`config.mk`:
```
export PLATFORM = sky130hd
export DESIGN_NAME = sprite_compositor
export DESIGN_NICKNAME = d
export VERILOG_FILES = /design/src/rtl/draw_pkg.sv /design/src/rtl/obj_hit_test.sv /design/src/rtl/sprite_compositor.sv
export SDC_FILE = /design/constraint.sdc
export NUM_CORES = 1
export LEC_CHECK = 0
export ABC_AREA = 0
export CAP_MARGIN = 30
export CORE_UTILIZATION = 45
export CTS_CLUSTER_SIZE = 16
export DETAILED_ROUTE_END_ITERATION = 6
export GPL_TIMING_DRIVEN = 0
export MAX_ROUTING_LAYER = met4
export PLACE_DENSITY = 0.73
export REMOVE_ABC_BUFFERS = 1
export SLEW_MARGIN = 20
export SYNTH_ARGS = -nofsm -noshare
export SYNTH_HDL_FRONTEND = slang
export SYNTH_SLANG_ARGS = --single-unit
```
`constraint.sdc`:
```
create_clock -name clk -period 10.4 [get_ports clk]
set_input_delay 1.56 -clock clk [delete_from_list [all_inputs] [get_ports clk]]
set_output_delay 1.56 -clock clk [all_outputs]
set_load 0.01 [all_outputs]
```
`src/rtl/draw_pkg.sv`:
```
// Shared constants for the display compositor: screen geometry, background palette, transparency key.
// Colours are packed {b,g,r}, 4 bits per channel.
package draw_pkg;

  localparam logic [11:0] X_MAX  = 12'd1439;
  localparam logic [11:0] Y_MAX  = 12'd899;
  localparam logic [11:0] BORDER = 12'd11;

  localparam logic [11:0] BG_BORDER_RGB   = 12'h501;
  localparam logic [11:0] BG_FIELD_RGB    = 12'hA23;
  localparam logic [11:0] TRANSPARENT_RGB = 12'h000;

  function automatic logic [11:0] bg_colour(input logic [11:0] x, input logic [11:0] y);
    if (x < BORDER || x > X_MAX - BORDER || y < BORDER || y > Y_MAX - BORDER)
      return BG_BORDER_RGB;
    return BG_FIELD_RGB;
  endfunction

endpackage

```
`src/rtl/obj_hit_test.sv`:
```
// Combinational box test of one object against the current pixel; gives the hit flag and the
// low texel-coordinate bits (so larger objects tile the sprite). No state, no backpressure.
module obj_hit_test #(
  parameter int SPR_BITS = 4
) (
  input  logic                en,
  input  logic [10:0]         draw_x,
  input  logic [9:0]          draw_y,
  input  logic [10:0]         x,
  input  logic [9:0]          y,
  input  logic [7:0]          size,
  output logic                hit,
  output logic [SPR_BITS-1:0] u,
  output logic [SPR_BITS-1:0] v
);

  logic [11:0] px, py, ox, oy, half;

  assign px   = {1'b0, draw_x};
  assign py   = {2'b00, draw_y};
  assign ox   = {1'b0, x};
  assign oy   = {2'b00, y};
  assign half = {4'b0000, size} >> 1;

  // Offsetting the pixel rather than the centre keeps everything non-negative near the left/top edges.
  assign hit = en & (px + half >= ox) & (px < ox + half)
                  & (py + half >= oy) & (py < oy + half);

  assign u = SPR_BITS'(px + half - ox);
  assign v = SPR_BITS'(py + half - oy);

endmodule

```
`src/rtl/sprite_compositor.sv`:
```
// Three-stage pixel compositor (hit test, sprite ROM address, colour mux); fixed 3-cycle latency.
// Never stalls: accepts one pixel per cycle, no backpressure; object set is frame-double-buffered.
module sprite_compositor
  import draw_pkg::*;
#(
  parameter  int NUM_OBJ   = 4,
  parameter  int SPR_W     = 16,
  parameter  int SPR_IDX_W = 4,
  localparam int SB        = $clog2(SPR_W),
  localparam int AW        = SPR_IDX_W + 2 * SB
) (
  input  logic                           clk,
  input  logic                           rst,
  input  logic                           pix_valid,
  input  logic [10:0]                    draw_x,
  input  logic [9:0]                     draw_y,
  input  logic                           frame_start,
  input  logic [11*NUM_OBJ-1:0]          obj_x,
  input  logic [10*NUM_OBJ-1:0]          obj_y,
  input  logic [8*NUM_OBJ-1:0]           obj_size,
  input  logic [NUM_OBJ-1:0]             obj_en,
  input  logic [NUM_OBJ-1:0]             obj_tex,
  input  logic [SPR_IDX_W*NUM_OBJ-1:0]   obj_spr,
  input  logic [12*NUM_OBJ-1:0]          obj_rgb,
  output logic [AW-1:0]                  rom_addr,
  input  logic [15:0]                    rom_data,
  output logic                           out_valid,
  output logic [3:0]                     r,
  output logic [3:0]                     g,
  output logic [3:0]                     b
);

  logic [10:0]          act_x    [NUM_OBJ];
  logic [9:0]           act_y    [NUM_OBJ];
  logic [7:0]           act_size [NUM_OBJ];
  logic [SPR_IDX_W-1:0] act_spr  [NUM_OBJ];
  logic [11:0]          act_rgb  [NUM_OBJ];
  logic [NUM_OBJ-1:0]   act_en;
  logic [NUM_OBJ-1:0]   act_tex;

  always_ff @(posedge clk or posedge rst) begin
    if (rst) begin
      for (int i = 0; i < NUM_OBJ; i++) begin
        act_x[i]    <= '0;
        act_y[i]    <= '0;
        act_size[i] <= '0;
        act_spr[i]  <= '0;
        act_rgb[i]  <= '0;
      end
      act_en  <= '0;
      act_tex <= '0;
    end else if (frame_start) begin
      for (int i = 0; i < NUM_OBJ; i++) begin
        act_x[i]    <= obj_x[11*i +: 11];
        act_y[i]    <= obj_y[10*i +: 10];
        act_size[i] <= obj_size[8*i +: 8];
        act_spr[i]  <= obj_spr[SPR_IDX_W*i +: SPR_IDX_W];
        act_rgb[i]  <= obj_rgb[12*i +: 12];
      end
      act_en  <= obj_en;
      act_tex <= obj_tex;
    end
  end

  logic [NUM_OBJ-1:0] hit;
  logic [SB-1:0]      hit_u [NUM_OBJ];
  logic [SB-1:0]      hit_v [NUM_OBJ];

  for (genvar gi = 0; gi < NUM_OBJ; gi++) begin : g_obj
    obj_hit_test #(.SPR_BITS(SB)) u_hit (
      .en     (act_en[gi]),
      .draw_x (draw_x),
      .draw_y (draw_y),
      .x      (act_x[gi]),
      .y      (act_y[gi]),
      .size   (act_size[gi]),
      .hit    (hit[gi]),
      .u      (hit_u[gi]),
      .v      (hit_v[gi])
    );
  end

  logic                 sel_hit, sel_tex;
  logic [11:0]          sel_rgb;
  logic [SPR_IDX_W-1:0] sel_spr;
  logic [SB-1:0]        sel_u, sel_v;

  // Walk from lowest priority upward so the lowest-index hit is the one left standing.
  always_comb begin
    sel_hit = 1'b0;
    sel_tex = 1'b0;
    sel_rgb = '0;
    sel_spr = '0;
    sel_u   = '0;
    sel_v   = '0;
    for (int i = NUM_OBJ - 1; i >= 0; i--) begin
      if (hit[i]) begin
        sel_hit = 1'b1;
        sel_tex = act_tex[i];
        sel_rgb = act_rgb[i];
        sel_spr = act_spr[i];
        sel_u   = hit_u[i];
        sel_v   = hit_v[i];
      end
    end
  end

  logic                 s1_vld, s1_hit, s1_tex;
  logic [11:0]          s1_rgb, s1_bg;
  logic [SPR_IDX_W-1:0] s1_spr;
  logic [SB-1:0]        s1_u, s1_v;

  always_ff @(posedge clk or posedge rst) begin
    if (rst) begin
      s1_vld <= 1'b0;
      s1_hit <= 1'b0;
      s1_tex <= 1'b0;
      s1_rgb <= '0;
      s1_bg  <= '0;
      s1_spr <= '0;
      s1_u   <= '0;
      s1_v   <= '0;
    end else begin
      s1_vld <= pix_valid;
      s1_hit <= sel_hit;
      s1_tex <= sel_tex;
      s1_rgb <= sel_rgb;
      s1_bg  <= bg_colour({1'b0, draw_x}, {2'b00, draw_y});
      s1_spr <= sel_spr;
      s1_u   <= sel_u;
      s1_v   <= sel_v;
    end
  end

  logic        s2_vld, s2_hit, s2_tex;
  logic [11:0] s2_rgb, s2_bg;

  always_ff @(posedge clk or posedge rst) begin
    if (rst) begin
      s2_vld   <= 1'b0;
      s2_hit   <= 1'b0;
      s2_tex   <= 1'b0;
      s2_rgb   <= '0;
      s2_bg    <= '0;
      rom_addr <= '0;
    end else begin
      s2_vld <= s1_vld;
      s2_hit <= s1_hit;
      s2_tex <= s1_tex;
      s2_rgb <= s1_rgb;
      s2_bg  <= s1_bg;
      if (s1_vld && s1_hit && s1_tex)
        rom_addr <= {s1_spr, s1_v, s1_u};
    end
  end

  logic        unused_rom;
  logic [11:0] pix;

  assign unused_rom = ^rom_data[15:12];

  // A transparent texel shows the background, never a lower-priority object underneath.
  always_comb begin
    pix = s2_bg;
    if (s2_hit) begin
      if (!s2_tex)
        pix = s2_rgb;
      else if (rom_data[11:0] != TRANSPARENT_RGB)
        pix = rom_data[11:0];
    end
  end

  always_ff @(posedge clk or posedge rst) begin
    if (rst) begin
      out_valid <= 1'b0;
      {b, g, r} <= '0;
    end else begin
      out_valid <= s2_vld;
      {b, g, r} <= s2_vld ? pix : 12'h000;
    end
  end

endmodule

```
# == After elaboration in Yosys (flattened, before gate mapping) ==
# Cells that the tools add are included.
# totals
register_bits,279
latchBits,0
ram_bits,0
romBits,0
wordCells,137
mem_count,0
# classes
addsub,24
multipliers,0
n_div,0
order_cmp,20
eq_ne,0
n_shift,0
muxes,31
bitwise_logic,16
n_reduce_logical,6
# op_table
operator,n
12-bit 2-to-1 mux,10
11-bit by 7-bit adder with 12-bit output,8
10-bit by 7-bit adder with 11-bit output,8
12-bit by 11-bit >= comparator with 1-bit output,4
10-bit by 12-bit < comparator with 1-bit output,4
11-bit by 12-bit < comparator with 1-bit output,4
4-bit 2-to-1 mux,12
11-bit by 10-bit >= comparator with 1-bit output,4
4-bit subtractor,8
1-bit AND,16
12-bit nonzero test,1
"11-bit greater-than comparator, second input constant",1
"11-bit by 4-bit < comparator with 1-bit output, second input constant",1
"10-bit greater-than comparator, second input constant",1
"10-bit by 4-bit < comparator with 1-bit output, second input constant",1
1-bit 2-to-1 mux,9
1-bit logical OR,3
1-bit logical AND,2

# == Longest topological paths before layout ==
# logic_depth
word_depth,10
ltp_mapped,21

# == By module ==
# A second synthesis with hierarchy kept.
# unflattened
hier_cells,1864
hier_area_um2,19473.7
# modules_own_cells
module,n_inst,cells_per_inst,area_per_inst_um2,seq_area_each_um2
sprite_compositor,1,696,10128.5,6531.3
obj_hit_test (g_obj[2].u_hit),1,292,2363.5,0.0
obj_hit_test (g_obj[0].u_hit),1,292,2346.0,0.0
obj_hit_test (g_obj[3].u_hit),1,290,2336.0,0.0
obj_hit_test (g_obj[1].u_hit),1,294,2299.7,0.0

# == Worst setup path before layout ==
# OpenSTA, ideal clock, no wires.
# synth_timing
path_type,input-to-reg
from,input port draw_x[0]
to,register s1_u[0]
setup_ns,0.121
arrival_time_ns,4.991
path_slack_ns,5.288
cell_stages,17
n_path_buf,1
cell_sequence,ha_1 -> fa_1 -> a21o_1 -> a21oi_1 -> o21bai_1 -> a21oi_1 -> nor2b_1 -> o21ai_0 -> xnor2_1 -> ha_1 -> a21o_1 -> or4_1 -> a31o_2 -> o211a_4 -> buf_12 -> a211o_1 -> a22o_1
# synth_between
elab_chain_cells,10
elab_cells_between_ends,36
cone_classes,add/sub: 8; order compare: 8; mux: 4; bitwise: 16
# synth_rtl
element,line,source
from (decl),sprite_compositor.sv:15,"input logic [10:0] draw_x,"
11-bit by 7-bit adder with 12-bit output,obj_hit_test.sv:26,assign hit = en & (px + half >= ox) & (px < ox + half)
12-bit by 11-bit >= comparator with 1-bit output,obj_hit_test.sv:26,
1-bit AND (2 in a row),obj_hit_test.sv:26,
1-bit AND (2 in a row),obj_hit_test.sv:27,& (py + half >= oy) & (py < oy + half);
4-bit 2-to-1 mux (3 in a row),sprite_compositor.sv:97,if (hit[i]) begin
4-bit 2-to-1 mux (*),sprite_compositor.sv:97,
via sel_u[0],sprite_compositor.sv:86,"logic [SB-1:0] sel_u, sel_v;"
to (signal assigned),sprite_compositor.sv:130,s1_u <= sel_u;
to (decl),sprite_compositor.sv:111,"logic [SB-1:0] s1_u, s1_v;"
# Mark *: on every way through the listed nets, which the timed path passes. The rest lies on a longest branch.
# A chain may end at the register's enable or synchronous reset.

# == Worst setup path in the final report ==
# layout_timing
from,input port draw_x[1]
to,register s1_rgb[8]
# layout_between
elab_chain_cells,10
elab_cells_between_ends,32
cone_classes,add/sub: 4; order compare: 8; mux: 4; bitwise: 16
# layout_rtl
element,line,source
11-bit by 7-bit adder with 12-bit output,obj_hit_test.sv:26,
12-bit by 11-bit >= comparator with 1-bit output,obj_hit_test.sv:26,
1-bit AND (2 in a row),obj_hit_test.sv:26,
1-bit AND (2 in a row),obj_hit_test.sv:27,
12-bit 2-to-1 mux (3 in a row),sprite_compositor.sv:97,
12-bit 2-to-1 mux (*),sprite_compositor.sv:97,
via sel_rgb[8],sprite_compositor.sv:84,logic [11:0] sel_rgb;
to (signal assigned),sprite_compositor.sv:127,s1_rgb <= sel_rgb;
to (decl),sprite_compositor.sv:109,"logic [11:0] s1_rgb, s1_bg;"
# Marked as above.

==> flow_summary.yaml <==
clocking:
  cts_tree: "yes"
  post_cts_buffers: 0
  cts_hold_buf: 0
  clockRootBuffer: "clkbuf_16"
  cts-resized-gates: 0
  cts_max_level: 1
  cts.path.max_buffers: 3
  numCtsBuffers: 30
  cts.clk_slew.worst_paths_ns: 0.06
  numClockSinks: 257
  insertion_delay_ns: 0.60
grt:
  grt_overflow: 0
  grt_use_met3_pct: 3.89
  track_usage_pct: 25.6
  grt_pass1_vias: 15800
  met1_usage_pct: 32.2
  met2_usage_pct: 41.2
  grt_max_degree: 129
  grt_pass1_wl_um: 84500
  antenna_found_initial: 9
  grt_busiest_layer: "met2"
floorplanning:
  die-height_um: 208
  die_area_um2: 43100
  initial_core_util_pct: 46.0
  core_area_um2: 41300
  ios: 254
  row_count: 74
  die_w_um: 208
synth:
  netlist_area_um2: 19000
  synth_cells: 1937
  yosysWarnings: 0
  synth-seq-cells: 257
  synth-edff-count: 0
  ys_types: 74
  synthTopCellsByCount: "ha_1 (272), dfrtp_1 (257), nand2_1 (163)"
  yosysSeqAreaShare_pct: 33.8
  synth_largest_area_cell: "dfrtp_1"
  synth_most_common_cell: "ha_1"
  synth_top_cell_area_share_pct: 33.8
  async_flop_share_pct: 100
  synth_ff_type: "dfrtp_1"
  synth_area_leaders: "dfrtp_1 (34%), ha_1 (18%), mux2_2 (6.9%)"
  synth.avg_cell_area_um2: 9.82
final_layout:
  drive_gt1_share_pct: 9.86
  nFillCells: 3647
  instances_no_fill: 2731
  utilization_pct: 56.0
  nets: 2694
  syn_to_final_growth_pct: 21.7
critical_path:
  slowest_stage: "clkdlybuf4s50_1"
  regToRegSetupSlack_ns: 5.32
  reg2reg_from: "act_size[10]"
  path_max_fanout: 25
  crit_path_max_incr_delay_ns: 1.01
  cp-endpoint: "s1_rgb[8]"
  critPathLaunchType: "input port"
  r2r-end: "s1_rgb[8]"
  critPathRequiredTime_ns: 10.86
  path_depth: 18
  timing.critical_path.from: "draw_x[1]"
  path_delay_family: "compound AO/OA/AOI/OAI gates"
  cp-end-kind: "flop"
  path_class: "in2reg"
  r2r.worst_path.cells: 17
  crit_buf_inv: 2
  worstPathCellList: "clkdlybuf4s50_1 -> inv_1 -> fa_1 -> nor2b_1 -> o21ai_0 -> a21boi_0 -> o21a_1 -> nor2_1 -> xnor2_1 -> ha_1 -> a21oi_1 -> nor2b_1 -> a2111oi_0 -> a21oi_1 -> o311ai_4 -> o211a_4 -> a221oi_1 -> o31ai_1"
  crit_arrival_ns: 7.00
timing:
  layout_min_cycle_time_ns: 6.55
  slew-limit-headroom_pct: 35.0
  layout_setup_ws_ns: 3.85
  hold_viol: 0
  grt_setup_unrepaired: "no"
  finalMaxSlewViolations: 0
  tns_ns: 0
  tightestPinTransition_ns: 0.972
  max_clock_freq_mhz: 153
  clock_skew_ns: 0.0134
  finalCritPeriodShare_pct: 63.0
  finalSetupViolCount: 0
outcome:
  outcome: "finished clean"
detailed_routing:
  drtIter0Drc: 744
  route.detailed.drc: 0
  finalWirelength_um: 53400
  first_pass_iters: 7
  wire_per_inst_um: 19.6
  drt-vias-per-instance: 5.67
  dr_total_vias: 15500
  detail-route-antenna-nets: 0
hold_path:
  min_path_cells: 0
  worstHoldPathType: "reg2reg"
placed_design:
  dp_slack_ns: 3.38
  place_inst: 2669
  port_buffers: 245
  dp_hpwl_um: 40600
  gp_congestion: 0.910
pwr:
  powerDensity_nw_per_um2: 160
  peakVddDrop_uv: 133
  leakagePower_nw: 10.4
job:
  drv_cap: 0
[cells in the final DEF, fill, tap and decap left out, types with 24 or more instances in the layout]
cell	n
mux2_2	117
o21ai_0	150
a21oi_1	103
clkbuf_16	30
a211oi_1	25
xor2_1	38
o21a_1	27
nand2_1	163
o21bai_1	26
nor2_1	109
a21o_1	36
inv_1	153
ha_1	272
fa_1	24
nor3_1	27
clkdlybuf4s50_1	244
xnor2_1	98
nor2b_1	25
dfrtp_1	257
[registers in the layout, indices dropped and copies added (netlist names), 12 cells and up]
signal / cells
act_rgb: 48
act_size: 28
act_spr: 16
act_x: 44
act_y: 40
rom_addr: 12
s1_rgb: 12
s2_rgb: 12
[per-stage QoR]
step	total power [mW]	hold slack, ns	instance area [µm²]
3_3_place_gp	2.56	0.333	21900
3_5_place_dp	2.61	0.335	22100
5_1_grt	3.94	0.351	23100
2_1_floorplan	2.15	0.331	18700
4_1_cts	3.73	0.350	23100
6_report	3.70	0.346	23100
[metal layers]
metal  part of all wire [%]  vias up
met5                      0        -
li1                       -     7406
met2                     47      426
met4                    4.2        0
met3                    5.6      130
met1                     43     7522
[logic make-up after synthesis]
kind of cell,Yosys count,share of synthesized area (%)
mux,122,7.19
buf+inv,209,4.46
simple gates,410,9.77
other cells,1,0.0197
xor+xnor,136,6.26
fa+ha+maj,296,20.4
compound gates,506,18.0
flops,257,33.8
[power by group]
group	internal (mW)	switching, mW	leakage (nW)
clock	0.640	0.454	0.489
combinational	0.660	0.719	6.78
sequential	1.12	0.104	3.16
[how the worst min path moves through the flow]
stage | from | to | slack, ns
2_1_floorplan | s1_bg[0] | s2_bg[0] | 0.33
3_3_place_gp | s1_rgb[2] | s2_rgb[2] | 0.33
3_5_place_dp | s1_rgb[7] | s2_rgb[7] | 0.33
4_1_cts | s1_bg[10] | s2_bg[10] | 0.35
5_1_grt | s1_bg[9] | s2_bg[9] | 0.35
6_report | s1_bg[10] | s2_bg[10] | 0.35
[layout make-up]
type	count	area [µm²]	share of cell area (%)
Multi-Input combinational cell	1471	11800	50.8
Sequential cell	257	6430	27.8
Timing Repair Buffer	255	2670	11.5
Clock buffer	36	783	3.38
Tap cell	532	666	2.88
Inverter	154	586	2.53
Clock inverter	17	231	1.00
Antenna cell	9	22.5	0.0973
No activity file was read; power rests on OpenSTA's default activity.
